==> src/rtl/key_event_scheduler.sv <==
// Debounced buttons and keycode changes merged into one ordered, show-ahead event FIFO.
// Define KEY_EVT_RELEASE_EN to also emit key release events (type 01).
module key_event_scheduler #(
   parameter int unsigned DEBOUNCE_CYCLES = 500000,
   parameter int unsigned FIFO_DEPTH      = 4
) (
   input  logic                          clk_clk,
   input  logic                          reset_reset_n,
   input  logic [7:0]                    keycode,
   input  logic                          acc_button,
   input  logic                          res_button,
   output logic                          evt_valid,
   input  logic                          evt_ready,
   output logic [1:0]                    evt_type,
   output logic [7:0]                    evt_code,
   output logic [$clog2(FIFO_DEPTH):0]   fifo_level,
   output logic                          overflow
);

   localparam int unsigned AW = $clog2(FIFO_DEPTH);
   localparam int unsigned CW = $clog2(DEBOUNCE_CYCLES);
   localparam logic [CW-1:0] CntMax = CW'(DEBOUNCE_CYCLES - 1);

   // Button index 0 = accelerate, 1 = reset-game.
   logic [1:0]    sync1_q, sync2_q, stable_q, stable_d, stable_dly_q;
   logic [CW-1:0] cnt_q [2];
   logic [CW-1:0] cnt_d [2];
   logic [1:0]    btn_pend_q, btn_pend_d, fall, gnt_btn;
   logic          overflow_q, overflow_d;

   logic       rel_pend_q, rel_pend_d, press_pend_q, press_pend_d;
   logic [7:0] rel_code_q, rel_code_d, press_code_q, press_code_d;
   logic [7:0] prev_code_q, prev_code_d;
   logic       gnt_rel, gnt_press;

   logic [9:0]  mem_q [FIFO_DEPTH];
   logic [AW:0] wptr_q, rptr_q, level;
   logic        empty, full, pop, can_wr, wr_en;
   logic [9:0]  wr_data;

   assign level  = wptr_q - rptr_q;
   assign empty  = (level == '0);
   assign full   = (level == (AW + 1)'(FIFO_DEPTH));
   assign pop    = ~empty & evt_ready;
   assign can_wr = ~full | pop;

   // Counter runs only while the synchronized level disagrees with stable.
   always_comb begin
      stable_d = stable_q;
      for (int i = 0; i < 2; i++) begin
         cnt_d[i] = '0;
         if (sync2_q[i] != stable_q[i]) begin
            if (cnt_q[i] == CntMax) stable_d[i] = sync2_q[i];
            else cnt_d[i] = cnt_q[i] + CW'(1);
         end
      end
   end

   assign fall = stable_dly_q & ~stable_q;

   always_comb begin
      btn_pend_d = (btn_pend_q & ~gnt_btn) | fall;
      overflow_d = overflow_q | (|(fall & btn_pend_q & ~gnt_btn));
   end

   always_comb begin
      rel_pend_d   = rel_pend_q & ~gnt_rel;
      rel_code_d   = rel_code_q;
      press_pend_d = press_pend_q & ~gnt_press;
      press_code_d = press_code_q;
      prev_code_d  = prev_code_q;
      if (!rel_pend_q && !press_pend_q && (keycode != prev_code_q)) begin
         prev_code_d = keycode;
         if (keycode != 8'h00) begin
            press_pend_d = 1'b1;
            press_code_d = keycode;
         end
`ifdef KEY_EVT_RELEASE_EN
         if (prev_code_q != 8'h00) begin
            rel_pend_d = 1'b1;
            rel_code_d = prev_code_q;
         end
`else
         rel_code_d = rel_code_q;
`endif
      end
   end

   always_comb begin
      wr_en     = 1'b0;
      wr_data   = '0;
      gnt_rel   = 1'b0;
      gnt_press = 1'b0;
      gnt_btn   = 2'b00;
      if (can_wr) begin
         if (rel_pend_q) begin
            wr_en   = 1'b1;
            wr_data = {2'b01, rel_code_q};
            gnt_rel = 1'b1;
         end else if (press_pend_q) begin
            wr_en     = 1'b1;
            wr_data   = {2'b00, press_code_q};
            gnt_press = 1'b1;
         end else if (btn_pend_q[1]) begin
            wr_en      = 1'b1;
            wr_data    = {2'b11, 8'h00};
            gnt_btn[1] = 1'b1;
         end else if (btn_pend_q[0]) begin
            wr_en      = 1'b1;
            wr_data    = {2'b10, 8'h00};
            gnt_btn[0] = 1'b1;
         end
      end
   end

   always_ff @(posedge clk_clk or negedge reset_reset_n) begin
      if (!reset_reset_n) begin
         sync1_q      <= 2'b11;
         sync2_q      <= 2'b11;
         stable_q     <= 2'b11;
         stable_dly_q <= 2'b11;
         cnt_q[0]     <= '0;
         cnt_q[1]     <= '0;
         btn_pend_q   <= 2'b00;
         overflow_q   <= 1'b0;
         rel_pend_q   <= 1'b0;
         rel_code_q   <= 8'h00;
         press_pend_q <= 1'b0;
         press_code_q <= 8'h00;
         prev_code_q  <= 8'h00;
         wptr_q       <= '0;
         rptr_q       <= '0;
      end else begin
         sync1_q      <= {res_button, acc_button};
         sync2_q      <= sync1_q;
         stable_q     <= stable_d;
         stable_dly_q <= stable_q;
         cnt_q[0]     <= cnt_d[0];
         cnt_q[1]     <= cnt_d[1];
         btn_pend_q   <= btn_pend_d;
         overflow_q   <= overflow_d;
         rel_pend_q   <= rel_pend_d;
         rel_code_q   <= rel_code_d;
         press_pend_q <= press_pend_d;
         press_code_q <= press_code_d;
         prev_code_q  <= prev_code_d;
         if (wr_en) wptr_q <= wptr_q + 1'b1;
         if (pop)   rptr_q <= rptr_q + 1'b1;
      end
   end

   always_ff @(posedge clk_clk) begin
      if (wr_en) mem_q[wptr_q[AW-1:0]] <= wr_data;
   end

   assign evt_valid             = ~empty;
   assign {evt_type, evt_code}  = empty ? 10'h000 : mem_q[rptr_q[AW-1:0]];
   assign fifo_level            = level;
   assign overflow              = overflow_q;

endmodule
==> config.mk <==
export PLATFORM = sky130hd
export DESIGN_NAME = key_event_scheduler
export DESIGN_NICKNAME = d
export VERILOG_FILES = /design/src/rtl/key_event_scheduler.sv
export SDC_FILE = /design/constraint.sdc
export NUM_CORES = 1
export LEC_CHECK = 0
export ABC_CLOCK_PERIOD_IN_PS = 2900
export BUFFER_PORTS_ARGS = -buffer_cell sky130_fd_sc_hd__buf_4
export CAP_MARGIN = 20
export CORE_ASPECT_RATIO = 1.25
export CORE_UTILIZATION = 30
export DETAILED_ROUTE_END_ITERATION = 10
export PLACE_DENSITY = 0.53
export SLEW_MARGIN = 20
export SYNTH_ARGS = -nofsm -noshare
export SYNTH_HDL_FRONTEND = slang
export SYNTH_SLANG_ARGS = --single-unit
==> constraint.sdc <==
create_clock -name clk_clk -period 2.9 [get_ports clk_clk]
set_clock_uncertainty 0.15 [all_clocks]
set_input_delay 0.435 -clock clk_clk [delete_from_list [all_inputs] [get_ports clk_clk]]
set_output_delay 0.435 -clock clk_clk [all_outputs]
set_load 0.02 [all_outputs]
==> impl_metrics.json, run 1 <==
{
  "status": "finished clean",
  "switchingPower_mw": 2.24,
  "grt_pass1_wl_um": 15900,
  "ys_types": 44,
  "vias": 3179,
  "gp_congestion": 0.761,
  "design_area_mm2": 0.00631,
  "fmax_mhz": 358,
  "fin_tns_setup_ns": 0,
  "area.growth.synth_to_final_pct": 24.5,
  "grt.total_usage": 0.119,
  "relSlewSlack": 0.390,
  "antenna_found_initial": 0,
  "portBuffers": 27,
  "placed_area_mm2": 0.00563,
  "cts_inserted_buffers": 17,
  "finalCritPeriodShare": 0.963,
  "clock_sinks": 113,
  "syn-num-nets": 416,
  "io_pins": 28,
  "fp-row-count": 52,
  "chipHeight_um": 147,
  "start_util": 0.310,
  "rr_startpoint": "wptr_q[0]",
  "timing.hold.ws_ns": 0.00872,
  "final_max_slew_viol_count": 0,
  "reg2reg_to": "mem_q[3][8]",
  "irDropWorstVdd_uv": 457,
  "multiInputGateArea_mm2": 0.00194,
  "hpwl_um": 6600,
  "fin_ws_ns": 0.106,
  "timing.reg2reg.setup_slack_ns": 0.25,
  "nFillCells": 1553,
  "finalCriticalPeriod_ns": 2.79,
  "cap_violations": 0,
  "htreeDepth": 4,
  "synth-seq-cells": 113,
  "synth_edf_count": 40,
  "p_int_mw": 4.76,
  "final_hold_viol_count": 0,
  "coreArea_mm2": 0.0163,
  "gr-total-overflow": 0,
  "syn-mean-instance-area_um2": 12.9,
  "yosysWarningCount": 0,
  "cp_data_required_time_ns": 2.32,
  "netlist_area_mm2": 0.00506,
  "grt_pass1_vias": 3317,
  "drc": 0,
  "cts_tree": "yes",
  "power_density_mw_per_mm2": 1110,
  "cp_data_arrival_time_ns": 2.21,
  "routed_wl_um": 9630,
  "synth-seq-area-share": 0.600,
  "drive_gt1_frac": 0.256,
  "synth_top_area_frac": 0.321,
  "via_per_inst": 4.68,
  "drtIter0Drc": 199,
  "worstMarginPinSlew_ns": 0.915,
  "clkTransAtPathRegs_ns": 0.06,
  "cts_root_buf": "clkbuf_16",
  "finalNetCount": 473,
  "worst-path-max-fanout": 6,
  "final_cells": 680,
  "startpoint": "wptr_q[0]",
  "n_antenna_cell": 0,
  "synth_area_leader_cell": "dfrtp_1",
  "power_frac_seq": 0.331,
  "die_area_mm2": 0.0174,
  "firstDrtPassIters": 6,
  "grt_max_degree": 74,
  "ant_nets": 0,
  "hold_class": "primary input to async pin",
  "power.clock.fraction": 0.291,
  "r2r_cells": 8,
  "cp-end-kind": "output pin",
  "p_leak_nw": 2.47,
  "wire_per_inst_um": 14.2,
  "setup.worst_path.end": "evt_code[2]",
  "die_w_um": 118,
  "insertion_delay_ns": 0.41,
  "worstSetupPathType": "flip-flop to output pin",
  "critPathLaunchType": "flip-flop",
  "share_comb_of_total_power": 0.377,
  "netlist_top_cells_area": "dfrtp_1 32%, edfxtp_1 24%, mux4_2 4.4%, xnor2_1 4.3%, dfstp_2 4.2%",
  "async_reset_ff_frac": 0.646,
  "clock_path_buffers": 2,
  "setup-violations-final": 0,
  "ys.flop_type": "dfrtp_1",
  "register_area_mm2": 0.00304,
  "pre_cts_slack_ns": 0.104,
  "dp_cells": 640,
  "syn_inst": 394,
  "sw_frac_of_total": 0.319
}
[synthesized netlist by cell type (2+ instances only)]
library cell,count
nand2_1,15
mux2_2,17
clkbuf_1,5
mux4_2,10
o31ai_1,5
and4_1,6
o2bb2ai_1,2
o21ai_1,2
xor2_1,15
inv_1,16
nand3_1,17
edfxtp_1,40
o21ai_0,9
nand4_1,12
dfrtp_1,65
a21oi_1,10
or4_1,5
and3_1,3
nor2_1,36
nor3_1,4
and2_1,26
xnor2_1,25
nor4_1,9
ha_1,8
or3_1,6
dfstp_2,8
[power groups by stage]
stage                     logic, mW  clock network, mW  registers (mW)
after floorplan                1.50                  0            2.32
after global placement         2.40                  0            2.34
after detailed placement       2.44                  0            2.36
after CTS                      2.50               2.08            2.33
after global routing           2.87               2.16            2.36
final                          2.64               2.04            2.32
[per-layer routing]
layer | vias up | global-route usage | part of all wire
li1 | 1547 | - | -
met1 | 1559 | 0.133 | 0.44
met2 | 58 | 0.204 | 0.51
met3 | 15 | 0.0373 | 0.033
met4 | 0 | 0.0603 | 0.020
met5 | - | 0 | 0
[repair_timing]
action	CTS	global route
endpoints found under the setup margin	11	38
cloned	0	1
pin swaps	1	1
endpoints found under the hold margin	2	0
hold buffers	2	0
setup buffers	1	4
gates resized for setup	2	7
[cells by family after synthesis]
group                      share of synthesized area
adders and majority gates                     0.0237
muxes                                         0.0823
AOI/OAI and AO/OA                             0.0425
and+or+nand+nor                                0.159
DFF                                            0.600
xor gates and xnor gates                      0.0736
buffers and inverters                         0.0195
[worst max-delay path: stages, from the launching register on]
cell,delay (ns)
dfrtp_1,0.35
inv_2,0.07
ha_1,0.22
fa_2,0.35
xnor3_2,0.27
nand3_4,0.10
buf_6,0.15
and2_1,0.13
buf_4,0.15
[state kept, by name (all words and copies together), names as in the netlist, 2 cells and up]
name	flops
sync2_q	2
mem_q	40
wptr_q	3
sync1_q	2
stable_dly_q	2
stable_q	2
cnt_q	38
rptr_q	3
prev_code_q	8
btn_pend_q	2
press_code_q	8
[area by class of cell]
cell class | count | share of cell area
clock buffers | 18 | 0.0681
clock inverters | 14 | 0.0248
inverters | 16 | 0.00952
multi-input cells | 257 | 0.308
flip-flops and latches | 113 | 0.482
well taps | 216 | 0.0429
repair buffers | 46 | 0.0647
[metrics by stage]
| step | utilization | power (mW) |
|---|---|---|
| 5_1_grt | 0.386 | 7.39 |
| 3_3_place_gp | 0.345 | 4.74 |
| 3_5_place_dp | 0.345 | 4.80 |
| 6_report | 0.386 | 7.00 |
| 2_1_floorplan | - | 3.81 |
| 4_1_cts | 0.383 | 6.91 |
[cell usage in the layout, fill, tap and decap left out, types with 8 or more instances in the layout]
cell type  Yosys  routed
and2_1        26      26
clkbuf_16      0      17
nor4_1         9       9
xor2_1        15      15
nand2_1       15      15
nand3_1       17      16
buf_4          0      38
nand4_1       12      12
edfxtp_1      40      40
mux4_2        10      10
ha_1           8       8
xnor2_1       25      25
nor2_1        36      36
o21ai_0        9       9
mux2_2        17      17
dfstp_2        8       8
inv_1         16      15
a21oi_1       10      10
dfrtp_1       65      65
[worst min path at each step]
stage | end | slack (ns) | depth (start not counted)
after floorplan | btn_pend_q[0] | -0.01 | 0
after global placement | sync2_q[0] | 0.20 | 0
after detailed placement | sync2_q[1] | 0.20 | 0
after CTS | cnt_q[26] | 0.05 | 1
after global routing | cnt_q[24] | 0.08 | 1
final | cnt_q[26] | 0.009 | 1
No activity file was read; power rests on OpenSTA's default activity.
==> run 2, diff against run 1 <==
--- a/config.mk
+++ b/config.mk
@@ -8,7 +8,6 @@
 export ABC_CLOCK_PERIOD_IN_PS = 2900
 export BUFFER_PORTS_ARGS = -buffer_cell sky130_fd_sc_hd__buf_4
 export CAP_MARGIN = 20
-export CORE_ASPECT_RATIO = 1.25
 export CORE_UTILIZATION = 30
 export DETAILED_ROUTE_END_ITERATION = 10
 export PLACE_DENSITY = 0.53
==> impl_metrics.json, run 2 (same netlist as run 1, synthesis figures left out) <==
{
  "io_pins": 28,
  "clock_path_buffers": 2,
  "timing.hold.ws_ns": 0.0166,
  "cts_tree": "yes",
  "nFillCells": 1551,
  "portBuffers": 27,
  "fin_tns_setup_ns": 0,
  "irDropWorstVdd_uv": 572,
  "cp-end-kind": "output pin",
  "multiInputGateArea_mm2": 0.00194,
  "chipHeight_um": 132,
  "area.growth.synth_to_final_pct": 24.0,
  "rr_startpoint": "wptr_q[0]",
  "rsz0062_at_grt": "no",
  "status": "finished clean",
  "cp_data_arrival_time_ns": 2.19,
  "grt_pass1_wl_um": 16200,
  "grt_pass1_vias": 3248,
  "antenna_found_initial": 0,
  "die_area_mm2": 0.0174,
  "drtIter0Drc": 153,
  "finalCritPeriodShare": 0.957,
  "hold_class": "primary input to async pin",
  "timing.reg2reg.setup_slack_ns": 0.27,
  "final_max_slew_viol_count": 0,
  "fmax_mhz": 360,
  "final_cells": 683,
  "power_density_mw_per_mm2": 1100,
  "layout_common_cells": "65 x dfrtp_1, 40 x buf_4, 40 x edfxtp_1, 36 x nor2_1, 26 x and2_1",
  "gr-total-overflow": 0,
  "ant_nets": 0,
  "register_area_mm2": 0.00304,
  "firstDrtPassIters": 4,
  "start_util": 0.307,
  "relSlewSlack": 0.369,
  "critPathLaunchType": "flip-flop",
  "die_w_um": 132,
  "largest_reg_flops": 40,
  "htreeDepth": 4,
  "dp_cells": 645,
  "insertion_delay_ns": 0.40,
  "vias": 3237,
  "r2r_cells": 8,
  "worstMarginPinSlew_ns": 0.946,
  "p_leak_nw": 2.45,
  "final_hold_viol_count": 0,
  "cp_data_required_time_ns": 2.32,
  "worst-path-max-fanout": 6,
  "drc": 0,
  "routed_wl_um": 9700,
  "setup-violations-final": 0,
  "cts_inserted_buffers": 17,
  "clkTransAtPathRegs_ns": 0.05,
  "coreArea_mm2": 0.0165,
  "n_antenna_cell": 0,
  "fp-row-count": 47,
  "pre_cts_slack_ns": 0.0234,
  "mostFrequentLayoutCell": "dfrtp_1",
  "wire_per_inst_um": 14.2,
  "utilization": 0.380,
  "grt_max_degree": 74,
  "fin_ws_ns": 0.125,
  "via_per_inst": 4.74,
  "cap_violations": 0,
  "grt.total_usage": 0.119,
  "gp_congestion": 0.756,
  "finalNetCount": 472,
  "drive_gt1_frac": 0.255,
  "reg2reg_to": "mem_q[1][5]",
  "hpwl_um": 6300,
  "finalCriticalPeriod_ns": 2.77,
  "worstSetupPathType": "flip-flop to output pin",
  "clock_sinks": 113,
  "cts_root_buf": "clkbuf_16"
}
[run 2: cell types whose count changed in the layout (fill, tap and decap cells not counted), sizes merged]
| cell | previous run | this run |
|---|---|---|
| bufinv | 2 | 3 |
| clkinvlp | 1 | 4 |
| buf | 44 | 43 |
| clkinv | 7 | 5 |
| inv | 20 | 17 |
| clkbuf | 18 | 19 |
[run 2: repair_timing]
item / in CTS / in global routing
endpoints found under the setup margin: 15 / 30
hold buffers: 2 / 0
gates resized for setup: 0 / 8
pin swaps: 1 / 0
buffers inserted: 2 / 1
hold endpoints to repair: 2 / 0
cloned: 0 / 1
[run 2: cell type report]
| type | count | area share |
|---|---|---|
| clock buffers | 19 | 0.0705 |
| repair buffers | 45 | 0.0578 |
| multi-input cells | 257 | 0.309 |
| flip-flops and latches | 113 | 0.484 |
| inverters | 16 | 0.00957 |
| well taps | 220 | 0.0438 |
| clock inverters | 13 | 0.0257 |
[run 2: worst max-delay path: stages, from the launching register on]
cell and delay (ns):
dfrtp_1 0.36, inv_2 0.07, ha_2 0.19, fa_2 0.33, xnor3_1 0.26, nand3_2 0.14
buf_6 0.16, and2_1 0.14, buf_4 0.15
[run 2: worst max path at each step]
| stage | from | endpoint | slack (ns) | cells past startpoint |
|---|---|---|---|---|
| after floorplan | wptr_q[0] | mem_q[3][0] | 0.07 | 7 |
| after global placement | wptr_q[0] | mem_q[0][0] | 0.03 | 7 |
| after detailed placement | wptr_q[0] | mem_q[1][0] | 0.02 | 7 |
| after CTS | wptr_q[0] | evt_code[4] | 0.03 | 8 |
| after global routing | wptr_q[0] | evt_code[7] | 0.02 | 8 |
| final | wptr_q[0] | evt_code[4] | 0.13 | 8 |
[run 2: metal layers]
metal	wire [µm]	global-route usage	vias to the layer above	part of all wire
li1	-	-	1544	-
met1	4530	0.150	1618	0.47
met2	4690	0.197	63	0.48
met4	116	0.0446	0	0.012
met3	364	0.0327	12	0.038
met5	0	0	-	0
[run 2: through the flow]
stage / area (µm²) / total power, mW
finish: 6280 / 6.94
CTS: 6250 / 6.91
global route: 6280 / 7.33
detailed placement: 5610 / 4.74
global placement: 5610 / 4.68
floorplan: 5060 / 3.81
[run 2: power by group]
part           switching [mW]  internal (mW)  leakage (nW)
Clock                   0.727           1.37         0.285
Combinational            1.30           1.21         0.855
Sequential              0.155           2.17          1.31
==> run 3, diff against run 2 <==
--- a/config.mk
+++ b/config.mk
@@ -10,6 +10,7 @@
 export CAP_MARGIN = 20
 export CORE_UTILIZATION = 30
 export DETAILED_ROUTE_END_ITERATION = 10
+export HOLD_SLACK_MARGIN = 0.08
 export PLACE_DENSITY = 0.53
 export SLEW_MARGIN = 20
 export SYNTH_ARGS = -nofsm -noshare
==> impl_metrics.json, run 3 (same netlist as run 1, synthesis figures left out) <==
{
  "cp_data_required_time_ns": 2.32,
  "hpwl_um": 6300,
  "finalCriticalPeriod_ns": 2.78,
  "largest_reg_flops": 40,
  "fin_tns_setup_ns": 0,
  "grt_max_degree": 74,
  "portBuffers": 27,
  "firstDrtPassIters": 4,
  "cp-end-kind": "output pin",
  "clock_path_buffers": 2,
  "worstHoldStart": "keycode[3]",
  "setup-violations-final": 0,
  "gp_congestion": 0.756,
  "utilization": 0.381,
  "drc": 0,
  "power.total_mw": 6.93,
  "power_density_mw_per_mm2": 1100,
  "cp_data_arrival_time_ns": 2.19,
  "grt.total_usage": 0.120,
  "design_area_mm2": 0.00629,
  "fin_ws_ns": 0.121,
  "n_antenna_cell": 0,
  "drtIter0Drc": 184,
  "clkTransAtPathRegs_ns": 0.05,
  "rsz0062_at_grt": "no",
  "relSlewSlack": 0.368,
  "chipHeight_um": 132,
  "timing.hold.ws_ns": 0.156,
  "nFillCells": 1550,
  "worstMarginPinSlew_ns": 0.948,
  "layout_common_cells": "65 x dfrtp_1, 40 x buf_4, 40 x edfxtp_1, 36 x nor2_1, 26 x and2_1",
  "die_w_um": 132,
  "grt_pass1_wl_um": 16300,
  "irDropWorstVdd_uv": 572,
  "reg2reg_to": "mem_q[2][5]",
  "start_util": 0.307,
  "ant_nets": 0,
  "fmax_mhz": 360,
  "final_hold_viol_count": 0,
  "io_pins": 28,
  "gr-total-overflow": 0,
  "final_cells": 684,
  "coreArea_mm2": 0.0165,
  "die_area_mm2": 0.0174,
  "htreeDepth": 4,
  "finalCritPeriodShare": 0.958,
  "wire_per_inst_um": 14.1,
  "holdPathStages": 3,
  "mostFrequentLayoutCell": "dfrtp_1",
  "rr_startpoint": "wptr_q[0]",
  "worst-path-max-fanout": 6,
  "vias": 3231,
  "routed_wl_um": 9660,
  "worstSetupPathType": "flip-flop to output pin",
  "final_max_slew_viol_count": 0,
  "pre_cts_slack_ns": 0.0234,
  "status": "finished clean",
  "cts_root_buf": "clkbuf_16",
  "r2r_cells": 8,
  "drive_gt1_frac": 0.254,
  "timing.reg2reg.setup_slack_ns": 0.28,
  "critPathLaunchType": "flip-flop",
  "dp_cells": 645,
  "fp-row-count": 47,
  "clock_sinks": 113,
  "area.growth.synth_to_final_pct": 24.2,
  "via_per_inst": 4.72,
  "finalNetCount": 473,
  "cap_violations": 0,
  "insertion_delay_ns": 0.40,
  "hold_class": "primary input to flip-flop",
  "p_leak_nw": 2.46,
  "grt_pass1_vias": 3260,
  "cts_inserted_buffers": 17,
  "antenna_found_initial": 0,
  "placed_area_mm2": 0.00561,
  "hold_end": "press_code_q[3]",
  "cts_tree": "yes"
}
run 3: cell types whose count changed in the layout (fill, tap and decap cells not counted), sizes merged:
| cell | before | now |
|---|---|---|
| dlygate4sd3 | 2 | 3 |
run 3: how the worst max path moves through the flow:
stage	cells past startpoint	to	start	slack [ns]
2_1_floorplan	7	mem_q[3][0]	wptr_q[0]	0.07
3_3_place_gp	7	mem_q[0][0]	wptr_q[0]	0.03
3_5_place_dp	7	mem_q[1][0]	wptr_q[0]	0.02
4_1_cts	8	evt_code[4]	wptr_q[0]	0.03
5_1_grt	8	evt_code[7]	wptr_q[0]	0.02
6_report	8	evt_code[4]	wptr_q[0]	0.12
run 3: critical path, cell delays in order (launching register included):
cell and delay, ns:
dfrtp_1 0.36, inv_2 0.07, ha_2 0.19, fa_2 0.33, xnor3_1 0.25, nand3_2 0.14, buf_6 0.16, and2_1 0.14
buf_4 0.15
run 3: what timing repair did:
action,CTS,global route
endpoints found under the hold margin,67,0
hold buffers,3,0
resized for setup,0,8
pin swaps,1,0
cloned,0,1
endpoints found under the setup margin,15,30
setup buffers,2,1
run 3: per-layer routing:
layer  track usage  up-vias  part of all wire
met4        0.0446        0             0.011
met2         0.198       70              0.49
li1              -     1547                 -
met3        0.0327       11             0.041
met5             0        -                 0
met1         0.150     1603              0.46
run 3: cell type report:
class	instances	area [µm²]	share of cell area
sequential	113	3040	0.483
multi-input combinational	257	1940	0.308
clock buffer	19	443	0.0704
timing repair buffer	46	373	0.0593
tap	220	275	0.0438
clock inverter	13	161	0.0257
inverter	16	60.1	0.00955
run 3: report_power, final:
part | total [mW] | switching (mW) | internal, mW
sequential | 2.33 | 0.155 | 2.17
combinational | 2.51 | 1.30 | 1.21
clock | 2.09 | 0.723 | 1.37
total | 6.93 | 2.17 | 4.76
